<file path="config.mk">
export PLATFORM = sky130hd
export DESIGN_NAME = ddr3_axi_memtest
export DESIGN_NICKNAME = d
export VERILOG_FILES = /design/src/rtl/ddr3_axi_memtest_pkg.sv /design/src/rtl/ddr3_memtest_pattern.sv /design/src/rtl/ddr3_axi_memtest.sv
export SDC_FILE = /design/constraint.sdc
export NUM_CORES = 1
export LEC_CHECK = 0
export CAP_MARGIN = 10
export CORE_ASPECT_RATIO = 0.9
export CORE_MARGIN = 8
export CORE_UTILIZATION = 50
export DETAILED_ROUTE_END_ITERATION = 10
export DONT_BUFFER_PORTS = 1
export PLACE_DENSITY = 0.64
export SYNTH_ARGS = -nofsm -noshare
export SYNTH_HDL_FRONTEND = slang
export SYNTH_SLANG_ARGS = --single-unit
</file>
<file path="constraint.sdc">
create_clock -name clk_i -period 5.8 [get_ports clk_i]
set_input_delay 1.16 -clock clk_i [delete_from_list [all_inputs] [get_ports clk_i]]
set_output_delay 1.16 -clock clk_i [all_outputs]
set_load 0.02 [all_outputs]
</file>
<file path="src/rtl/ddr3_axi_memtest_pkg.sv">
// Shared definitions for the DDR3 AXI memory tester: FSM encoding, AXI constants, LFSR step.
package ddr3_axi_memtest_pkg;

    typedef enum logic [2:0] {
        ST_IDLE,
        ST_WR_ADDR,
        ST_WR_DATA,
        ST_WR_RESP,
        ST_RD_ADDR,
        ST_RD_DATA,
        ST_DONE
    } state_t;

    localparam logic [1:0]  AXI_BURST_INCR = 2'b01;
    localparam logic [1:0]  AXI_RESP_OKAY  = 2'b00;
    localparam logic [31:0] LFSR_POLY      = 32'h80200003;

    // Right-shifting Galois LFSR, one step.
    function automatic logic [31:0] lfsr_step(input logic [31:0] value);
        return value[0] ? ((value >> 1) ^ LFSR_POLY) : (value >> 1);
    endfunction

endpackage

</file>
<file path="src/rtl/ddr3_memtest_pattern.sv">
// Test-pattern generator: one word per beat, rewindable to its start state.
// DDR3_MEMTEST_LFSR_EN selects a Galois LFSR; otherwise the word is the beat's byte address.
module ddr3_memtest_pattern
    import ddr3_axi_memtest_pkg::*;
#(
    parameter logic [31:0] SEED = 32'h1
) (
    input  logic        clk_i,
    input  logic        rst_i,
    input  logic        rewind,
    input  logic        advance,
    input  logic [31:0] addr_in,
    output logic [31:0] word
);

    logic [31:0] word_reg;
    logic [31:0] word_next;

`ifdef DDR3_MEMTEST_LFSR_EN
    localparam logic [31:0] RESET_WORD = SEED;

    logic unused_addr;
    assign unused_addr = ^addr_in;

    always_comb begin
        word_next = word_reg;
        if (rewind) begin
            word_next = SEED;
        end else if (advance) begin
            word_next = lfsr_step(word_reg);
        end
    end
`else
    localparam logic [31:0] RESET_WORD  = 32'h0;
    localparam logic [31:0] unused_seed = SEED;

    // The region is contiguous, so the beat address is the region start plus 4 per beat.
    always_comb begin
        word_next = word_reg;
        if (rewind) begin
            word_next = addr_in;
        end else if (advance) begin
            word_next = word_reg + 32'd4;
        end
    end
`endif

    always_ff @(posedge clk_i or posedge rst_i) begin
        if (rst_i) begin
            word_reg <= RESET_WORD;
        end else begin
            word_reg <= word_next;
        end
    end

    assign word = word_reg;

endmodule

</file>
<file path="src/rtl/ddr3_axi_memtest.sv">
// AXI4 write-then-readback memory tester with one burst outstanding at a time.
// Define DDR3_MEMTEST_LFSR_EN for LFSR data; default is the address-in-address pattern.
module ddr3_axi_memtest
    import ddr3_axi_memtest_pkg::*;
#(
    parameter logic [31:0] BASE_ADDR  = 32'h0,
    parameter int          BURST_LEN  = 16,
    parameter int          NUM_BURSTS = 256,
    parameter logic [3:0]  AXI_ID     = 4'h0,
    parameter logic [31:0] SEED       = 32'h1
) (
    input  logic        clk_i,
    input  logic        rst_i,
    input  logic        start_i,
    output logic        busy_o,
    output logic        done_o,
    output logic        pass_o,
    output logic [15:0] error_count_o,
    output logic [31:0] fail_addr_o,
    output logic        outport_awvalid_o,
    output logic [31:0] outport_awaddr_o,
    output logic [3:0]  outport_awid_o,
    output logic [7:0]  outport_awlen_o,
    output logic [1:0]  outport_awburst_o,
    input  logic        outport_awready_i,
    output logic        outport_wvalid_o,
    output logic [31:0] outport_wdata_o,
    output logic [3:0]  outport_wstrb_o,
    output logic        outport_wlast_o,
    input  logic        outport_wready_i,
    input  logic        outport_bvalid_i,
    input  logic [1:0]  outport_bresp_i,
    input  logic [3:0]  outport_bid_i,
    output logic        outport_bready_o,
    output logic        outport_arvalid_o,
    output logic [31:0] outport_araddr_o,
    output logic [3:0]  outport_arid_o,
    output logic [7:0]  outport_arlen_o,
    output logic [1:0]  outport_arburst_o,
    input  logic        outport_arready_i,
    input  logic        outport_rvalid_i,
    input  logic [31:0] outport_rdata_i,
    input  logic [1:0]  outport_rresp_i,
    input  logic [3:0]  outport_rid_i,
    input  logic        outport_rlast_i,
    output logic        outport_rready_o
);

    localparam logic [7:0]  AXLEN       = 8'(BURST_LEN - 1);
    localparam logic [31:0] LAST_BURST  = 32'(NUM_BURSTS - 1);
    localparam logic [31:0] BURST_BYTES = 32'(BURST_LEN * 4);

    state_t      state_reg, state_next;
    logic [31:0] burst_idx_reg, burst_idx_next;
    logic [31:0] burst_addr_reg, burst_addr_next;
    logic [31:0] beat_addr_reg, beat_addr_next;
    logic [7:0]  beat_cnt_reg, beat_cnt_next;
    logic [15:0] err_reg, err_next;
    logic [31:0] fail_addr_reg, fail_addr_next;
    logic        fail_seen_reg, fail_seen_next;
    logic        busy_reg, busy_next, done_reg, done_next, pass_reg, pass_next;
    logic        awvalid_reg, awvalid_next, wvalid_reg, wvalid_next, wlast_reg, wlast_next;
    logic        bready_reg, bready_next, arvalid_reg, arvalid_next, rready_reg, rready_next;

    logic        rewind, advance, clear_stats, data_bad, last_beat, last_burst;
    logic [1:0]  err_inc;
    logic [16:0] err_sum;
    logic [31:0] pattern_word;
    logic        unused_ids;

    assign unused_ids = ^{outport_bid_i, outport_rid_i};

    ddr3_memtest_pattern #(.SEED(SEED)) u_pattern (
        .clk_i   (clk_i),
        .rst_i   (rst_i),
        .rewind  (rewind),
        .advance (advance),
        .addr_in (BASE_ADDR),
        .word    (pattern_word)
    );

    always_comb begin
        state_next      = state_reg;
        burst_idx_next  = burst_idx_reg;
        burst_addr_next = burst_addr_reg;
        beat_addr_next  = beat_addr_reg;
        beat_cnt_next   = beat_cnt_reg;
        fail_addr_next  = fail_addr_reg;
        fail_seen_next  = fail_seen_reg;
        busy_next       = busy_reg;
        done_next       = done_reg;
        pass_next       = pass_reg;
        rewind          = 1'b0;
        advance         = 1'b0;
        clear_stats     = 1'b0;
        data_bad        = 1'b0;
        err_inc         = 2'd0;
        last_beat       = (beat_cnt_reg == AXLEN);
        last_burst      = (burst_idx_reg == LAST_BURST);

        case (state_reg)
            ST_IDLE, ST_DONE: begin
                if (start_i) begin
                    state_next      = ST_WR_ADDR;
                    burst_idx_next  = 32'd0;
                    burst_addr_next = BASE_ADDR;
                    beat_addr_next  = BASE_ADDR;
                    beat_cnt_next   = 8'd0;
                    fail_addr_next  = 32'd0;
                    fail_seen_next  = 1'b0;
                    busy_next       = 1'b1;
                    done_next       = 1'b0;
                    pass_next       = 1'b0;
                    rewind          = 1'b1;
                    clear_stats     = 1'b1;
                end
            end
            ST_WR_ADDR: begin
                if (outport_awready_i) begin
                    state_next    = ST_WR_DATA;
                    beat_cnt_next = 8'd0;
                end
            end
            ST_WR_DATA: begin
                if (outport_wready_i) begin
                    advance        = 1'b1;
                    beat_addr_next = beat_addr_reg + 32'd4;
                    beat_cnt_next  = beat_cnt_reg + 8'd1;
                    if (last_beat) begin
                        state_next = ST_WR_RESP;
                    end
                end
            end
            ST_WR_RESP: begin
                if (outport_bvalid_i) begin
                    err_inc       = {1'b0, outport_bresp_i != AXI_RESP_OKAY};
                    beat_cnt_next = 8'd0;
                    if (last_burst) begin
                        // Read phase regenerates the same sequence from the start.
                        state_next      = ST_RD_ADDR;
                        burst_idx_next  = 32'd0;
                        burst_addr_next = BASE_ADDR;
                        beat_addr_next  = BASE_ADDR;
                        rewind          = 1'b1;
                    end else begin
                        state_next      = ST_WR_ADDR;
                        burst_idx_next  = burst_idx_reg + 32'd1;
                        burst_addr_next = burst_addr_reg + BURST_BYTES;
                    end
                end
            end
            ST_RD_ADDR: begin
                if (outport_arready_i) begin
                    state_next    = ST_RD_DATA;
                    beat_cnt_next = 8'd0;
                end
            end
            ST_RD_DATA: begin
                if (outport_rvalid_i) begin
                    advance        = 1'b1;
                    beat_addr_next = beat_addr_reg + 32'd4;
                    beat_cnt_next  = beat_cnt_reg + 8'd1;
                    data_bad       = (outport_rdata_i != pattern_word);
                    err_inc        = {1'b0, data_bad || (outport_rresp_i != AXI_RESP_OKAY)}
                                   + {1'b0, outport_rlast_i != last_beat};
                    if (data_bad && !fail_seen_reg) begin
                        fail_addr_next = beat_addr_reg;
                        fail_seen_next = 1'b1;
                    end
                    // Burst end follows the beat counter; RLAST is only checked.
                    if (last_beat) begin
                        if (last_burst) begin
                            state_next = ST_DONE;
                            busy_next  = 1'b0;
                            done_next  = 1'b1;
                        end else begin
                            state_next      = ST_RD_ADDR;
                            burst_idx_next  = burst_idx_reg + 32'd1;
                            burst_addr_next = burst_addr_reg + BURST_BYTES;
                        end
                    end
                end
            end
            default: begin
                state_next = ST_IDLE;
            end
        endcase

        err_sum = {1'b0, err_reg} + {15'd0, err_inc};
        if (clear_stats) begin
            err_next = 16'd0;
        end else begin
            err_next = err_sum[16] ? 16'hFFFF : err_sum[15:0];
        end
        if (state_reg == ST_RD_DATA && state_next == ST_DONE) begin
            pass_next = (err_next == 16'd0);
        end

        awvalid_next = (state_next == ST_WR_ADDR);
        wvalid_next  = (state_next == ST_WR_DATA);
        wlast_next   = (state_next == ST_WR_DATA) && (beat_cnt_next == AXLEN);
        bready_next  = (state_next == ST_WR_RESP);
        arvalid_next = (state_next == ST_RD_ADDR);
        rready_next  = (state_next == ST_RD_DATA);
    end

    always_ff @(posedge clk_i or posedge rst_i) begin
        if (rst_i) begin
            state_reg      <= ST_IDLE;
            burst_idx_reg  <= 32'd0;
            burst_addr_reg <= 32'd0;
            beat_addr_reg  <= 32'd0;
            beat_cnt_reg   <= 8'd0;
            err_reg        <= 16'd0;
            fail_addr_reg  <= 32'd0;
            fail_seen_reg  <= 1'b0;
            busy_reg       <= 1'b0;
            done_reg       <= 1'b0;
            pass_reg       <= 1'b0;
            awvalid_reg    <= 1'b0;
            wvalid_reg     <= 1'b0;
            wlast_reg      <= 1'b0;
            bready_reg     <= 1'b0;
            arvalid_reg    <= 1'b0;
            rready_reg     <= 1'b0;
        end else begin
            state_reg      <= state_next;
            burst_idx_reg  <= burst_idx_next;
            burst_addr_reg <= burst_addr_next;
            beat_addr_reg  <= beat_addr_next;
            beat_cnt_reg   <= beat_cnt_next;
            err_reg        <= err_next;
            fail_addr_reg  <= fail_addr_next;
            fail_seen_reg  <= fail_seen_next;
            busy_reg       <= busy_next;
            done_reg       <= done_next;
            pass_reg       <= pass_next;
            awvalid_reg    <= awvalid_next;
            wvalid_reg     <= wvalid_next;
            wlast_reg      <= wlast_next;
            bready_reg     <= bready_next;
            arvalid_reg    <= arvalid_next;
            rready_reg     <= rready_next;
        end
    end

    assign busy_o            = busy_reg;
    assign done_o            = done_reg;
    assign pass_o            = pass_reg;
    assign error_count_o     = err_reg;
    assign fail_addr_o       = fail_addr_reg;
    assign outport_awvalid_o = awvalid_reg;
    assign outport_awaddr_o  = burst_addr_reg;
    assign outport_awid_o    = AXI_ID;
    assign outport_awlen_o   = AXLEN;
    assign outport_awburst_o = AXI_BURST_INCR;
    assign outport_wvalid_o  = wvalid_reg;
    assign outport_wdata_o   = pattern_word;
    assign outport_wstrb_o   = 4'hF;
    assign outport_wlast_o   = wlast_reg;
    assign outport_bready_o  = bready_reg;
    assign outport_arvalid_o = arvalid_reg;
    assign outport_araddr_o  = burst_addr_reg;
    assign outport_arid_o    = AXI_ID;
    assign outport_arlen_o   = AXLEN;
    assign outport_arburst_o = AXI_BURST_INCR;
    assign outport_rready_o  = rready_reg;

endmodule

</file>
==> impl_results.md <==
- Clock Path Buffers: 2
- Synth area leaders: dfrtp_1, buf_4, xnor2_1
- Yosys warnings: 0
- Outcome: finished, final reports clean
- Initial core utilization: 0.504
- WL met1: 11400 um
- Gp weighted congestion: 0.812
- Layout cells sized above 1: 0.0672
- Post-Synthesis Cells: 1105
- Post-detail-place hpwl: 17000 um
- Synth Area in Adders: 0.0116
- CP Class: primary input to flip-flop
- Worst Path Required: 6.12 ns
- Row cnt: 50
- Actual slew at the worst max-slew pin: 1.13 ns
- CTS Buf Count: 17
- Drt pass-1 iters: 6
- I/O pin total: 238
- Post-synthesis sequential area ratio: 0.446
- Synthesis-stage register bit count: 185
- Worst IR drop on VDD: 178 uV
- Clk sinks: 185
- DRT antenna net count: 0
- Netlist cell types: 65
- Largest net degree at the start of global routing: 147
- Hold Vio Cnt, Final: 0
- Compound-Gate Fraction of Synth Area: 0.130
- Yosys top cell by area: dfrtp_1
- Routed vias/inst: 5.90
- DR DRC count: 0
- Delay-heaviest family, CP: simple AND/OR/NAND/NOR gates
- Finished Core Util: 0.528
- Gr usage total: 0.193
- Fmax: 0.208 GHz
- DR WL met2: 11000 um
- Mapped cell area: 10400 um2
- R2R setup slack: 1.09 ns
- Primary FF master, synth: dfrtp_1
- Crit path DAT: 5.13 ns
- CTS resizes: 0
- Post-synth EDFFs: 0
- Worst Hold Class: flip-flop to flip-flop
- MaxCap Viol Count: 0
- Vias: 7870
- Core ar.: 20600 um2
- Clk root buf: clkbuf_16
- # port buffers: 0
- Crit path buf inv count: 1
- Critical Path Start Type: primary input
- Crit-path cells: xnor2_1 -> nand4_1 -> nor4_1 -> nand2_1 -> or3_1 -> ha_1 -> nand2_1 -> o21ai_0 -> ha_1 -> inv_1 -> fa_1 -> nand4b_1 -> or4_1 -> a21oi_1 -> a41o_1 -> a31oi_1 -> o41ai_1
- Clk_skew: 0.0178 ns
- RSZ-0062 raised after global routing: no
- Final wirelength: 24700 um
- Final nets: 1120
- FILL cells: 1876
- Simple-Gate Fraction of Synth Area: 0.223
- GRT overflow: 0
- DR top layer: met4
- Die X: 168 um
- Largest family of logic cells by synthesized area: simple AND/OR/NAND/NOR gates
- Initial DRC count: 656
- Post-synth top area share: 0.446
- H-tree level count: 4
- Count leader, synth: dfrtp_1
- Post-synthesis mux area share: 0.0118
- Area of the die: 25600 um2
- Pwr dens: 313 nW/um2
- Post-Synth XOR/XNOR Area: 0.0912
- Setup Buffers After CTS: 0
- Relative slew slack: 0.245
- Pleak: 4.70 nW
- Most frequent cells after synthesis: dfrtp_1, nor2_1, nand2_1, buf_4, xnor2_1
- Die Span Y: 153 um
- Crit path max fanout: 6
- Async SR Flop Fraction: 1.00
- Worst skew pair latency: 0.43 ns
- Hold Slack: 0.496 ns
- Hold_buf cts: 0
- Initial antenna violation count: 2
- Final setup TNS: 0 ns
- Min Clock Period, post-route: 4.81 ns
- Synth-to-layout area growth: 4.81%
- Setup-failing EPs final: 0
- CTS tree: yes
- Fin crit share: 0.829
- Syn_area_per_cell: 9.39 um2
- Vias in the first global route: 7618
- Setup crit end kind: flip-flop
- Slowest cell delay on critical path: 0.52 ns
- Met3 wire len: 2110 um
- Slowest-stage cell, CP: or4_1
- Pins over their slew limit: 0
- Sequential cell area: 4630 um2
- Drt wl/cell: 18.5 um
- Clock slew at reported path FFs: 0.07 ns
- First-pass GRT wire length: 41000 um
- Multi-input logic area: 5040 um2
- Max FFs per register: 32
## cells in the final DEF, fill, tap and decap left out, types with 8 or more instances in the layout
cell,count
o31ai_1,15
dfrtp_1,185
a211oi_1,9
or3_1,21
a31oi_1,9
and3_1,16
nor3_1,17
ha_1,8
or4_1,22
nor4_1,9
xor2_1,46
o211ai_1,13
o21ai_0,34
inv_1,27
nand2_1,86
xnor2_1,62
and4_1,11
a22o_1,35
a21oi_1,49
nand3_1,52
nor2_1,111
nand4_1,41
conb_1,48
buf_4,14
mux2i_1,10
clkbuf_16,17
## area by class of cell
| type | instances | share of cell area |
|---|---|---|
| multi-input cells | 811 | 0.464 |
| flip-flops and latches | 185 | 0.426 |
| clock buffers | 18 | 0.0404 |
| well taps | 260 | 0.0299 |
| clock inverters | 14 | 0.0183 |
| repair buffers | 15 | 0.0115 |
| inverters | 28 | 0.0100 |
| diodes | 2 | 0.000460 |
## where the power goes
group          total [mW]  switching [mW]  leakage, nW  internal [mW]
sequential           1.52           0.171         2.56           1.35
combinational       0.634           0.446         1.83          0.188
clock                1.24           0.565        0.310          0.677
total                3.40            1.18         4.70           2.22
## stage by stage
step	instance area, um2	power, mW	worst slack (ns)	cells
detailed placement	10200	2.18	0.531	1299
global placement	10200	2.18	0.567	1299
floorplan	10600	2.05	1.22	1151
finish	10900	3.40	0.992	1333
global route	10900	3.58	0.676	1333
CTS	10900	3.44	0.931	1331
## cells by family after synthesis
group / count (synthesis)
flops: 185
xor+xnor: 108
simple gates: 437
other cells: 2
buf+inv: 155
fa+ha+maj: 9
mux: 12
compound gates: 197
## metal layers
layer	up-vias	GRT usage
li1	3742	-
met2	261	0.291
met4	0	0.0344
met1	3856	0.267
met3	11	0.0679
met5	-	0
## path summary, 6_finish.rpt
| kind | from | end | depth (start not counted) |
|---|---|---|---|
| setup reg to reg | u_pattern.word[11] | pass_o | 17 |
| min in group asynchronous | rst_i | outport_araddr_o[27] | 1 |
| setup / recovery | outport_rdata_i[14] | pass_o | 17 |
| hold / removal | fail_seen_reg | fail_seen_reg | 2 |
| hold reg to reg | fail_seen_reg | fail_seen_reg | 2 |
| max in group asynchronous | rst_i | burst_idx_reg[15] | 2 |
## tightest hold or removal path: stages (launching register included)
cell and delay (ns):
dfrtp_1 0.34, a21oi_1 0.04, nor2_1 0.07
No activity file was read; power rests on OpenSTA's default activity.
